<file path="src/rtl/spram_bus_arbiter_if.sv">
// Bus bundle between the CPU/DMA native-bus masters, the arbiter and
// the SPRAM wrapper port.
interface spram_bus_arbiter_if;
  logic        cpu_valid;
  logic        cpu_ready;
  logic [31:0] cpu_addr;
  logic [31:0] cpu_wdata;
  logic [3:0]  cpu_wstrb;
  logic [31:0] cpu_rdata;

  logic        dma_valid;
  logic        dma_ready;
  logic [31:0] dma_addr;
  logic [31:0] dma_wdata;
  logic [3:0]  dma_wstrb;
  logic [31:0] dma_rdata;

  logic [3:0]  ram_wen;
  logic [21:0] ram_addr;
  logic [31:0] ram_wdata;
  logic [31:0] ram_rdata;

  modport slave (
    input  cpu_valid, cpu_addr, cpu_wdata, cpu_wstrb,
    output cpu_ready, cpu_rdata,
    input  dma_valid, dma_addr, dma_wdata, dma_wstrb,
    output dma_ready, dma_rdata,
    output ram_wen, ram_addr, ram_wdata,
    input  ram_rdata
  );

  modport master (
    output cpu_valid, cpu_addr, cpu_wdata, cpu_wstrb,
    input  cpu_ready, cpu_rdata,
    output dma_valid, dma_addr, dma_wdata, dma_wstrb,
    input  dma_ready, dma_rdata,
    input  ram_wen, ram_addr, ram_wdata,
    output ram_rdata
  );
endinterface

</file>
<file path="src/rtl/spram_bus_arbiter.sv">
// Round-robin CPU/DMA arbiter in front of the SPRAM bank pair.
// Four-cycle access: IDLE grant, ISSUE, CAPTURE, DONE.
module spram_bus_arbiter #(
  parameter int ADDR_LSB = 2,
  parameter int WORD_AW  = 15
) (
  input logic           clk,
  input logic           resetn,
  spram_bus_arbiter_if.slave bus
);

  localparam int RAM_AW = 22;

  typedef enum logic [1:0] {
    IDLE,
    ISSUE,
    CAPTURE,
    DONE
  } state_t;

  state_t              state_q, state_d;
  logic                gnt_dma_q, gnt_dma_d;
  logic                last_dma_q, last_dma_d;
  logic                wr_q, wr_d;
  logic [3:0]          ram_wen_q, ram_wen_d;
  logic [RAM_AW-1:0]   ram_addr_q, ram_addr_d;
  logic [31:0]         ram_wdata_q, ram_wdata_d;
  logic                cpu_ready_q, cpu_ready_d;
  logic                dma_ready_q, dma_ready_d;
  logic [31:0]         cpu_rdata_q, cpu_rdata_d;
  logic [31:0]         dma_rdata_q, dma_rdata_d;

  logic                any_req;
  logic                pick_dma;

  assign any_req  = bus.cpu_valid | bus.dma_valid;
  // DMA wins only alone, or on a tie when the CPU had the last grant.
  assign pick_dma = bus.dma_valid
                  & (~bus.cpu_valid | ~last_dma_q);

  always_comb begin
    state_d     = state_q;
    gnt_dma_d   = gnt_dma_q;
    last_dma_d  = last_dma_q;
    wr_d        = wr_q;
    ram_wen_d   = '0;
    ram_addr_d  = ram_addr_q;
    ram_wdata_d = ram_wdata_q;
    cpu_ready_d = 1'b0;
    dma_ready_d = 1'b0;
    cpu_rdata_d = cpu_rdata_q;
    dma_rdata_d = dma_rdata_q;
    unique case (state_q)
      IDLE: begin
        if (any_req) begin
          gnt_dma_d  = pick_dma;
          last_dma_d = pick_dma;
          state_d    = ISSUE;
          unique case (1'b1)
            pick_dma: begin
              ram_addr_d  = RAM_AW'(
                bus.dma_addr[ADDR_LSB +: WORD_AW]);
              ram_wdata_d = bus.dma_wdata;
              ram_wen_d   = bus.dma_wstrb;
              wr_d        = |bus.dma_wstrb;
            end
            default: begin
              ram_addr_d  = RAM_AW'(
                bus.cpu_addr[ADDR_LSB +: WORD_AW]);
              ram_wdata_d = bus.cpu_wdata;
              ram_wen_d   = bus.cpu_wstrb;
              wr_d        = |bus.cpu_wstrb;
            end
          endcase
        end
      end
      ISSUE: begin
        state_d = CAPTURE;
      end
      CAPTURE: begin
        if (!wr_q) begin
          if (gnt_dma_q) dma_rdata_d = bus.ram_rdata;
          else           cpu_rdata_d = bus.ram_rdata;
        end
        cpu_ready_d = ~gnt_dma_q;
        dma_ready_d = gnt_dma_q;
        state_d     = DONE;
      end
      DONE: begin
        state_d = IDLE;
      end
      default: begin
        state_d = IDLE;
      end
    endcase
  end

  always_ff @(posedge clk or negedge resetn) begin
    if (!resetn) begin
      state_q     <= IDLE;
      gnt_dma_q   <= 1'b0;
      last_dma_q  <= 1'b1;
      wr_q        <= 1'b0;
      ram_wen_q   <= '0;
      ram_addr_q  <= '0;
      ram_wdata_q <= '0;
      cpu_ready_q <= 1'b0;
      dma_ready_q <= 1'b0;
      cpu_rdata_q <= '0;
      dma_rdata_q <= '0;
    end else begin
      state_q     <= state_d;
      gnt_dma_q   <= gnt_dma_d;
      last_dma_q  <= last_dma_d;
      wr_q        <= wr_d;
      ram_wen_q   <= ram_wen_d;
      ram_addr_q  <= ram_addr_d;
      ram_wdata_q <= ram_wdata_d;
      cpu_ready_q <= cpu_ready_d;
      dma_ready_q <= dma_ready_d;
      cpu_rdata_q <= cpu_rdata_d;
      dma_rdata_q <= dma_rdata_d;
    end
  end

  assign bus.ram_wen   = ram_wen_q;
  assign bus.ram_addr  = ram_addr_q;
  assign bus.ram_wdata = ram_wdata_q;
  assign bus.cpu_ready = cpu_ready_q;
  assign bus.dma_ready = dma_ready_q;
  assign bus.cpu_rdata = cpu_rdata_q;
  assign bus.dma_rdata = dma_rdata_q;

endmodule

</file>
<file path="src/flat_wrapper.sv">
// flat-port wrapper written by rule: the top's interface ports become plain ports
module spram_bus_arbiter_flat 
#(
  parameter int ADDR_LSB = 2,
  parameter int WORD_AW  = 15
)
  (clk, resetn, bus_cpu_valid, bus_cpu_addr, bus_cpu_wdata, bus_cpu_wstrb, bus_cpu_ready, bus_cpu_rdata, bus_dma_valid, bus_dma_addr, bus_dma_wdata, bus_dma_wstrb, bus_dma_ready, bus_dma_rdata, bus_ram_wen, bus_ram_addr, bus_ram_wdata, bus_ram_rdata);
  spram_bus_arbiter_if bus_i ();
  input logic clk;
  input logic resetn;
  input wire logic [$bits(bus_i.cpu_valid)-1:0] bus_cpu_valid;
  input wire logic [$bits(bus_i.cpu_addr)-1:0] bus_cpu_addr;
  input wire logic [$bits(bus_i.cpu_wdata)-1:0] bus_cpu_wdata;
  input wire logic [$bits(bus_i.cpu_wstrb)-1:0] bus_cpu_wstrb;
  output wire logic [$bits(bus_i.cpu_ready)-1:0] bus_cpu_ready;
  output wire logic [$bits(bus_i.cpu_rdata)-1:0] bus_cpu_rdata;
  input wire logic [$bits(bus_i.dma_valid)-1:0] bus_dma_valid;
  input wire logic [$bits(bus_i.dma_addr)-1:0] bus_dma_addr;
  input wire logic [$bits(bus_i.dma_wdata)-1:0] bus_dma_wdata;
  input wire logic [$bits(bus_i.dma_wstrb)-1:0] bus_dma_wstrb;
  output wire logic [$bits(bus_i.dma_ready)-1:0] bus_dma_ready;
  output wire logic [$bits(bus_i.dma_rdata)-1:0] bus_dma_rdata;
  output wire logic [$bits(bus_i.ram_wen)-1:0] bus_ram_wen;
  output wire logic [$bits(bus_i.ram_addr)-1:0] bus_ram_addr;
  output wire logic [$bits(bus_i.ram_wdata)-1:0] bus_ram_wdata;
  input wire logic [$bits(bus_i.ram_rdata)-1:0] bus_ram_rdata;
  assign bus_i.cpu_valid = bus_cpu_valid;
  assign bus_i.cpu_addr = bus_cpu_addr;
  assign bus_i.cpu_wdata = bus_cpu_wdata;
  assign bus_i.cpu_wstrb = bus_cpu_wstrb;
  assign bus_cpu_ready = bus_i.cpu_ready;
  assign bus_cpu_rdata = bus_i.cpu_rdata;
  assign bus_i.dma_valid = bus_dma_valid;
  assign bus_i.dma_addr = bus_dma_addr;
  assign bus_i.dma_wdata = bus_dma_wdata;
  assign bus_i.dma_wstrb = bus_dma_wstrb;
  assign bus_dma_ready = bus_i.dma_ready;
  assign bus_dma_rdata = bus_i.dma_rdata;
  assign bus_ram_wen = bus_i.ram_wen;
  assign bus_ram_addr = bus_i.ram_addr;
  assign bus_ram_wdata = bus_i.ram_wdata;
  assign bus_i.ram_rdata = bus_ram_rdata;
  spram_bus_arbiter #(.ADDR_LSB(ADDR_LSB), .WORD_AW(WORD_AW)) u_core (.clk(clk), .resetn(resetn), .bus(bus_i));
endmodule
</file>
<file path="config.mk">
export PLATFORM = sky130hd
export DESIGN_NAME = spram_bus_arbiter_flat
export DESIGN_NICKNAME = d
export VERILOG_FILES = /design/src/rtl/spram_bus_arbiter_if.sv /design/src/rtl/spram_bus_arbiter.sv /design/src/flat_wrapper.sv
export SDC_FILE = /design/constraint.sdc
export NUM_CORES = 1
export LEC_CHECK = 0
export CAP_MARGIN = 5
export CORE_UTILIZATION = 41
export CTS_CLUSTER_DIAMETER = 120
export DETAILED_ROUTE_END_ITERATION = 6
export HOLD_SLACK_MARGIN = 0.12
export PLACE_DENSITY = 0.9
export SYNTH_ARGS = -nofsm -noshare
export SYNTH_HDL_FRONTEND = slang
export SYNTH_SLANG_ARGS = --single-unit
</file>
<file path="constraint.sdc">
create_clock -name clk -period 3.1 [get_ports clk]
set_clock_uncertainty 0.2 [all_clocks]
set_input_delay 0.465 -clock clk [delete_from_list [all_inputs] [get_ports clk]]
set_output_delay 0.465 -clock clk [all_outputs]
set_load 0.05 [all_outputs]
</file>
* Word level (Yosys, flattened, before mapping)
Index checks and enable logic that the tools add are counted.
** Word-level totals
- Register bits :: 129
- Input bits :: 172
- Output and inout bits :: 124
** Cells by class
- Eq/ne operators :: 4
- Multiplexer cells :: 10
- Bitwise operators :: 7
- Reductions and logical operators :: 6
** Operators by type and width (count)
- two-way mux 32 bit :: 1
- two-way mux 15 bit :: 1
- two-way mux 4 bit :: 3
- one-hot mux 2 bit (4 select lines) :: 1
- OR reduction 4 bit :: 2
- AND reduction 3 bit :: 2
- equality test 2 bit (second input constant) :: 2
- NOT 1 bit :: 4
- two-way mux 1 bit :: 3
- equality test 2 x 1 -> 1 bit (second input constant) :: 1
- logical NOT 2 bit :: 1
- two-way mux 2 bit :: 1
- != test 2 x 1 -> 1 bit (second input constant) :: 1
- bitwise OR 1 bit :: 2
- AND reduction 2 bit :: 1
- AND 1 bit :: 1

* Depth between registers and ports, before layout
Gate-level depths: netlist (run 1).
- Depth after elaboration :: 6
- Depth in mapped cells :: 7
- Depth with buffers taken out :: 5

* Worst setup path after synthesis (run 1)
No wires, ideal clock.
- Kind :: register -> register
- From :: reg u_core.state_q[0]
- To :: reg u_core.cpu_rdata_q[10], in the netlist u_core.bus.cpu_rdata[10]
- Setup time :: 125 ps
- Data arrival time :: 1427 ps
- Data required time :: 2775 ps
- Slack :: 1348 ps
- Cell stages (with the launch flop) :: 8
- Path buffers :: 2
- Cells stage by stage :: dfrtp_1 -> inv_1 -> ha_1 -> nor2b_2 -> nor2b_4 -> buf_6 -> buf_12 -> mux2_4
** Between the ends
- Word-level cells in the longest chain between the ends :: 2
** RTL lines
- from (decl) :: RTL line spram_bus_arbiter.sv:21 : state_t state_q, state_d;
- from (signal assigned) :: RTL line spram_bus_arbiter.sv:112 : state_q <= state_d;
- equality test 2 bit :: RTL line spram_bus_arbiter.sv:53 : unique case (state_q)
- AND reduction 3 bit (no line)
- to (signal assigned) :: RTL line spram_bus_arbiter.sv:121 : cpu_rdata_q <= cpu_rdata_d;
- to (decl) :: RTL line spram_bus_arbiter.sv:30 : logic [31:0] cpu_rdata_q, cpu_rdata_d;
No other way between the ends.
A chain may end at the register's enable or synchronous reset.

* Worst setup path after layout (run 1)
- From :: reg u_core.dma_rdata_q[12], in the netlist u_core.bus.dma_rdata[12]
- To :: out bus_dma_rdata[12]
** RTL lines
- from (decl) :: RTL line spram_bus_arbiter.sv:31 : logic [31:0] dma_rdata_q, dma_rdata_d;
- from (signal assigned) :: RTL line spram_bus_arbiter.sv:122 : dma_rdata_q <= dma_rdata_d;
- to (decl) :: RTL line flat_wrapper.sv:22 : output wire logic [$bits(bus_i.dma_rdata)-1:0] bus_dma_rdata;
No word-level cell between the ends.

==> results of run 1 <==
[what timing repair did]
| item | CTS | global route |
|---|---|---|
| hold buffers | 1 | 0 |
| setup endpoints to repair | 0 | 0 |
| hold endpoints to repair | 34 | 0 |
[power groups by stage]
stage	Combinational [mW]	Clock, mW	Sequential [mW]
floorplan	1.67	0	5.44
global placement	6.15	0	2.82
detailed placement	6.25	0	2.88
CTS	6.30	2.23	2.89
global route	6.53	2.31	2.97
finish	6.26	2.19	2.88
[cells in the mapped netlist, types with 2 or more instances]
master | count | area share (%)
a31oi_1 | 2 | 0.23
buf_12 | 6 | 2.2
buf_2 | 3 | 0.28
buf_4 | 7 | 0.97
buf_6 | 8 | 1.7
clkbuf_1 | 8 | 0.55
dfrtp_1 | 121 | 56
ha_1 | 2 | 0.46
inv_1 | 2 | 0.14
mux2_2 | 6 | 1.2
mux2_4 | 60 | 17
mux2i_1 | 51 | 9.4
nand2_1 | 49 | 3.4
nor2_1 | 6 | 0.42
nor4_1 | 2 | 0.23
o21ai_0 | 2 | 0.18
o21ai_1 | 47 | 4.3
[placed cells by master (no fill, tap or decap)]
master	netlist	layout
a21boi_4	0	1
a21oi_1	1	1
a22o_1	1	1
a31oi_1	2	2
and2_4	1	1
buf_12	6	1
buf_4	7	8
bufinv_16	0	5
clkbuf_1	8	1
clkbuf_16	0	17
clkbuf_8	0	1
clkdlybuf4s50_1	0	253
clkinv_4	0	2
clkinvlp_4	0	4
conb_1	1	7
dfrtp_1	121	121
dfstp_2	1	1
dlygate4sd3_1	0	1
ha_1	2	2
inv_1	2	2
inv_6	0	2
mux2_2	6	6
mux2_4	60	60
mux2i_1	51	51
nand2_1	49	49
nand2b_2	0	1
nor2_1	6	6
nor2b_2	1	1
nor2b_4	1	1
nor4_1	2	2
o21ai_0	2	2
o21ai_1	47	46
o21ai_4	0	1
[worst min-delay path, stage by stage (launching register included)]
cell	delay, ns
dfrtp_1	0.34
nand2_1	0.05
o21ai_1	0.06
[logic make-up after synthesis]
group	Yosys count	synth area share, %
DFF	122	56.4
muxes	117	27.3
and+or+nand+nor	61	4.74
AOI/OAI and AO/OA	54	5.22
buffers and inverters	34	5.82
adders and majority gates	2	0.462
other	1	0.0692
[per-layer routing]
| layer | GRT usage, % | vias to the layer above | part of all wire, % |
|---|---|---|---|
| met4 | 9.54 | 0 | 2.0 |
| met2 | 38.2 | 186 | 52 |
| met5 | 0 | - | 0 |
| li1 | - | 1851 | - |
| met3 | 7.88 | 22 | 9.5 |
| met1 | 20.1 | 1928 | 36 |
[stage by stage]
stage	setup WS, ns	cell area, um2	hold WS (ns)	util, %
6_report	0.814	8650	0.282	67.7
5_1_grt	0.744	8650	0.300	67.7
4_1_cts	0.786	8650	0.287	67.7
3_5_place_dp	0.606	7980	0.252	62.5
3_3_place_gp	0.658	7980	0.245	62.5
2_1_floorplan	1.35	5440	-0.0306	-
[sequential cells by signal (all words and copies together), names as in the netlist]
name and count:
u_core.bus.ram_wdata 32, u_core.bus.ram_addr 15, u_core.bus.cpu_ready 1, u_core.last_dma_q 1, u_core.state_q 2, u_core.bus.dma_ready 1, u_core.bus.ram_wen 4, u_core.gnt_dma_q 1
u_core.wr_q 1, u_core.bus.cpu_rdata 32, u_core.bus.dma_rdata 32
[path summary, 6_finish.rpt]
path / startpoint / to
min reg2reg: u_core.bus.ram_wdata[9]$_DFFE_PN0P_ / u_core.bus.ram_wdata[9]$_DFFE_PN0P_
max: u_core.bus.dma_rdata[12]$_DFFE_PN0P_ / bus_dma_rdata[12]
min: u_core.bus.ram_wdata[9]$_DFFE_PN0P_ / u_core.bus.ram_wdata[9]$_DFFE_PN0P_
max reg2reg: u_core.state_q[0]$_DFFE_PN0P_ / u_core.bus.cpu_rdata[0]$_DFFE_PN0P_
max in group asynchronous: resetn / u_core.bus.ram_wdata[19]$_DFFE_PN0P_
min in group asynchronous: resetn / u_core.bus.cpu_rdata[26]$_DFFE_PN0P_
[area by class of cell]
type	count	area share, %
clock inverters	13	2.49
inverters	2	0.0868
flip-flops and latches	122	35.3
multi-input cells	241	24.2
well taps	172	2.49
repair buffers	263	30.3
clock buffers	19	5.12
==> results.py, run 1 <==
metrics = {
    "critical_path": {
        "rrSetupSlack_ns": 0.84,
        "crit_slowest_cell": "clkdlybuf4s50_1",
        "end_kind": "primary output",
        "path_delay_family": "buffers and inverters",
        "crit_type": "reg -> out",
        "cp_data_arrival_time_ns": 1.62,
        "crit_chain": "clkdlybuf4s50_1",
        "start_kind": "register",
        "path_depth": 1,
        "crit_required_ns": 2.43,
        "slowest_delay_ns": 0.85,
        "r2r_cells": 6,
        "cp_max_fo": 2,
        "worst-path-buf-inv": 1,
    },
    "yosys": {
        "async_flop_share_pct": 100,
        "synth_warnings": 0,
        "syn_inst": 391,
        "synth-edff-count": 0,
        "synth_seq_cells": 122,
        "ys_types": 26,
        "synth_area_per_cell_um2": 13.9,
        "seq_area_frac_synth_pct": 56.4,
        "synth_area_um2": 5420,
        "synthFlopType": "dfrtp_1",
    },
    "min_path": {
        "worstHoldPathType": "reg -> reg",
        "min_delay_path_depth": 2,
    },
    "timing": {
        "rsz0062_at_grt": "false",
        "finalSetupViolCount": 0,
        "drv_slew": 0,
        "min_period_ns": 2.29,
        "fin_crit_sh_pct": 73.8,
        "fmax_mhz": 437,
        "slew_headroom_pct": 58.7,
        "tns_ns": 0,
        "worst_slew_pin_slew_ns": 0.619,
        "finalHoldViolCount": 0,
    },
    "cells_and_area": {
        "syn_to_final_growth_pct": 59.7,
        "final_nets": 821,
        "num_antenna_cells": 0,
        "multiInputGateArea_um2": 2090,
        "finalNonFillerCells": 832,
        "layout-drive-gt1-share_pct": 17.1,
        "register_area_um2": 3050,
        "fillers": 870,
    },
    "routing": {
        "drt-total-wl_um": 14100,
        "viasPerCell": 4.79,
        "drc_errors": 0,
        "drtPass1Iterations": 4,
        "num_vias": 3987,
        "drt_iter0_drc": 113,
        "wire_per_inst_um": 16.9,
        "antenna_left": 0,
    },
    "pwr": {
        "power.share.clock_pct": 19.3,
        "total_power_mw": 11.3,
        "power.switching_mw": 5.08,
        "p_sw_share_pct": 44.9,
        "powerDensity_nw_per_um2": 1310,
        "max-vdd-ir-drop_uv": 577,
        "comb_power_share_pct": 55.3,
        "p_seq_share_pct": 25.4,
        "internal-power_mw": 6.24,
        "p_leak_nw": 3.84,
    },
    "placed_design": {
        "hpwl_um": 10100,
        "placedCellCount": 799,
        "port_buffers": 254,
        "place.gp.congestion": 0.732,
    },
    "clock_tree": {
        "htreeDepth": 4,
        "cts-root-buf": "clkbuf_16",
        "clockBufferDepth": 2,
        "insertion_delay_ns": 0.41,
        "cts_setup_buffers": 0,
        "clk_pin_slew_ns": 0.06,
        "cts_tree": "yes",
        "numCtsBuffers": 17,
        "cts_resized": 0,
        "cts.sinks": 122,
    },
    "global_routing": {
        "grt_usage_pct": 20.6,
        "grt_pass1_wl_um": 20900,
        "antenna_found_initial": 0,
        "grt_max_degree": 65,
        "grt_pass1_vias": 4176,
        "grt-ovfl-total": 0,
    },
    "floorplan": {
        "die_width_um": 117,
        "num_io_pins": 296,
        "core_um2": 12800,
        "initial_core_util_pct": 42.4,
        "core.rowCount": 41,
        "dieArea_um2": 13700,
        "dieHeight_um": 117,
    },
    "status": {
        "status": "complete, no violations",
    },
    "run": {
        "drv_cap": 0,
    },
}
No activity file was read; power rests on OpenSTA's default activity.
==> run 2, diff against run 1 <==
Settings changed: CORE_UTILIZATION 41 to 35, PLACE_DENSITY 0.9 to 0.82.
Clock period 3.1 ns to 2.07 ns, I/O delays scaled along.
==> results.py, run 2 (synthesis results as in run 1) <==
metrics = {
    "clock_tree": {
        "cts.sinks": 122,
        "clk_pin_slew_ns": 0.06,
        "cts_setup_buffers": 0,
        "numCtsBuffers": 17,
        "cts_tree": "yes",
        "htreeDepth": 4,
        "cts-root-buf": "clkbuf_16",
        "insertion_delay_ns": 0.41,
        "clockBufferDepth": 2,
    },
    "floorplan": {
        "core_um2": 15100,
        "num_io_pins": 296,
        "initial_core_util_pct": 35.8,
        "die_width_um": 126,
        "dieArea_um2": 16000,
        "core.rowCount": 45,
        "dieHeight_um": 126,
    },
    "routing": {
        "wire_per_inst_um": 15.6,
        "drt-total-wl_um": 13400,
        "antenna_left": 0,
        "num_vias": 4011,
        "drtPass1Iterations": 6,
        "viasPerCell": 4.66,
        "drc_errors": 0,
        "drt_iter0_drc": 158,
    },
    "cells_and_area": {
        "num_antenna_cells": 0,
        "syn_to_final_growth_pct": 58.7,
        "final_nets": 833,
        "layout-drive-gt1-share_pct": 19.9,
        "multiInputGateArea_um2": 2090,
        "fillers": 1238,
        "register_area_um2": 3050,
        "final_common_cell": "clkdlybuf4s50_1",
        "final_cell_mix": "136 x clkdlybuf4s50_1, 121 x dfrtp_1, 105 x dlygate4sd2_1",
    },
    "timing": {
        "min_period_ns": 1.94,
        "drv_slew": 0,
        "tns_ns": 0,
        "finalHoldViolCount": 0,
        "slew_headroom_pct": 64.6,
        "fmax_mhz": 515,
        "worst_slew_pin_slew_ns": 0.533,
        "rsz0062_at_grt": "false",
        "fin_crit_sh_pct": 93.7,
        "finalSetupViolCount": 0,
    },
    "global_routing": {
        "antenna_found_initial": 0,
        "grt_max_degree": 57,
        "grt_pass1_wl_um": 21800,
        "grt_usage_pct": 17.7,
        "grt_pass1_vias": 4201,
        "grt-ovfl-total": 0,
    },
    "critical_path": {
        "cp_max_fo": 32,
        "reg2reg_to": "u_core.bus.cpu_rdata[31]$_DFFE_PN0P_",
        "cp_data_arrival_time_ns": 2.03,
        "crit_type": "reg -> reg",
        "reg2reg_from": "u_core.state_q[0]$_DFFE_PN0P_",
        "rrSetupSlack_ns": 0.13,
        "start_kind": "register",
        "r2r_cells": 6,
        "end_kind": "register",
        "crit_required_ns": 2.16,
    },
    "pwr": {
        "powerDensity_nw_per_um2": 1830,
        "total_power_mw": 15.8,
        "max-vdd-ir-drop_uv": 868,
        "p_leak_nw": 4.11,
    },
    "placed_design": {
        "port_buffers": 254,
        "hpwl_um": 9920,
        "place.gp.congestion": 0.771,
    },
    "run": {
        "drv_cap": 0,
    },
    "status": {
        "status": "complete, no violations",
    },
    "min_path": {
        "worstHoldPathType": "in -> async",
    },
}
## run 2: changes by cell type in the layout (fill, tap and decap cells not counted), moves of 3 or more
cell             change
dlygate4sd2_1      +105
buf_4               +16
clkdlybuf4s50_1    -117
bufinv_16            -3
buf_12               +7
clkinv_2             +5
## run 2: cell type report
cell class | instances | area share [%]
sequential | 122 | 35.5
multi-input combinational | 241 | 24.3
timing repair buffer | 275 | 30.8
tap | 188 | 2.74
clock inverter | 12 | 1.46
inverter | 2 | 0.0874
clock buffer | 20 | 5.08
## run 2: power breakdown
group	switching [mW]	internal, mW
clock network	1.05	1.76
logic	5.75	2.96
registers	0.655	3.59
## run 2: worst max path at each step
stage / from / to / slack, ns / cells past startpoint
6_report: u_core.state_q[0]$_DFFE_PN0P_ / u_core.bus.cpu_rdata[31]$_DFFE_PN0P_ / 0.13 / 6
5_1_grt: u_core.state_q[0]$_DFFE_PN0P_ / u_core.bus.cpu_rdata[31]$_DFFE_PN0P_ / 0.01 / 6
4_1_cts: u_core.bus.cpu_rdata[2]$_DFFE_PN0P_ / bus_cpu_rdata[2] / 0.001 / 1
3_5_place_dp: bus_dma_valid / u_core.bus.ram_addr[6]$_DFFE_PN0P_ / 0.05 / 6
3_3_place_gp: bus_dma_valid / u_core.bus.ram_wdata[24]$_DFFE_PN0P_ / 0.10 / 6
2_1_floorplan: u_core.state_q[0]$_DFFE_PN0P_ / u_core.bus.cpu_rdata[10]$_DFFE_PN0P_ / 0.32 / 7
## run 2: repair_timing
item | CTS | global route
resized for setup | 105 | 1
endpoints found under the setup margin | 105 | 1
hold endpoints to repair | 121 | 0
hold buffers | 1 | 0
## run 2: routing by layer
layer / part of all wire [%] / vias up / global-route usage [%] / routed length [um]
met1: 41 / 1919 / 20.7 / 5530
met4: 1.3 / 0 / 5.67 / 174
met5: 0 / - / 0 / 0
met2: 49 / 196 / 30.3 / 6650
li1: - / 1877 / - / -
met3: 8.2 / 19 / 6.24 / 1100
## run 2: worst max-delay path: stages (launching register included)
cell	delay (ns)
dfrtp_1	0.36
inv_1	0.09
ha_1	0.19
nor2b_2	0.16
nor2b_4	0.17
buf_12	0.25
mux2_2	0.37
## run 2: per-stage QoR
| stage | util [%] | hold slack, ns | worst slack (ns) | cell area, um2 | instances |
|---|---|---|---|---|---|
| 6_report | 56.7 | 0.159 | 0.129 | 8590 | 860 |
| 5_1_grt | 56.7 | 0.178 | 0.0104 | 8590 | 860 |
| 4_1_cts | 56.7 | 0.145 | 0.00105 | 8590 | 860 |
| 3_5_place_dp | 53.8 | 0.0451 | 0.0521 | 8150 | 827 |
| 3_3_place_gp | 53.8 | 0.0419 | 0.104 | 8150 | 827 |
| 2_1_floorplan | - | -0.185 | 0.318 | 5440 | 397 |
==> run 3, diff against run 2 <==
Settings changed: ABC_CLOCK_PERIOD_IN_PS set to 2070.
==> results of run 3 <==
Same layout as run 2: the final DEF is identical, and so are final timing and power.
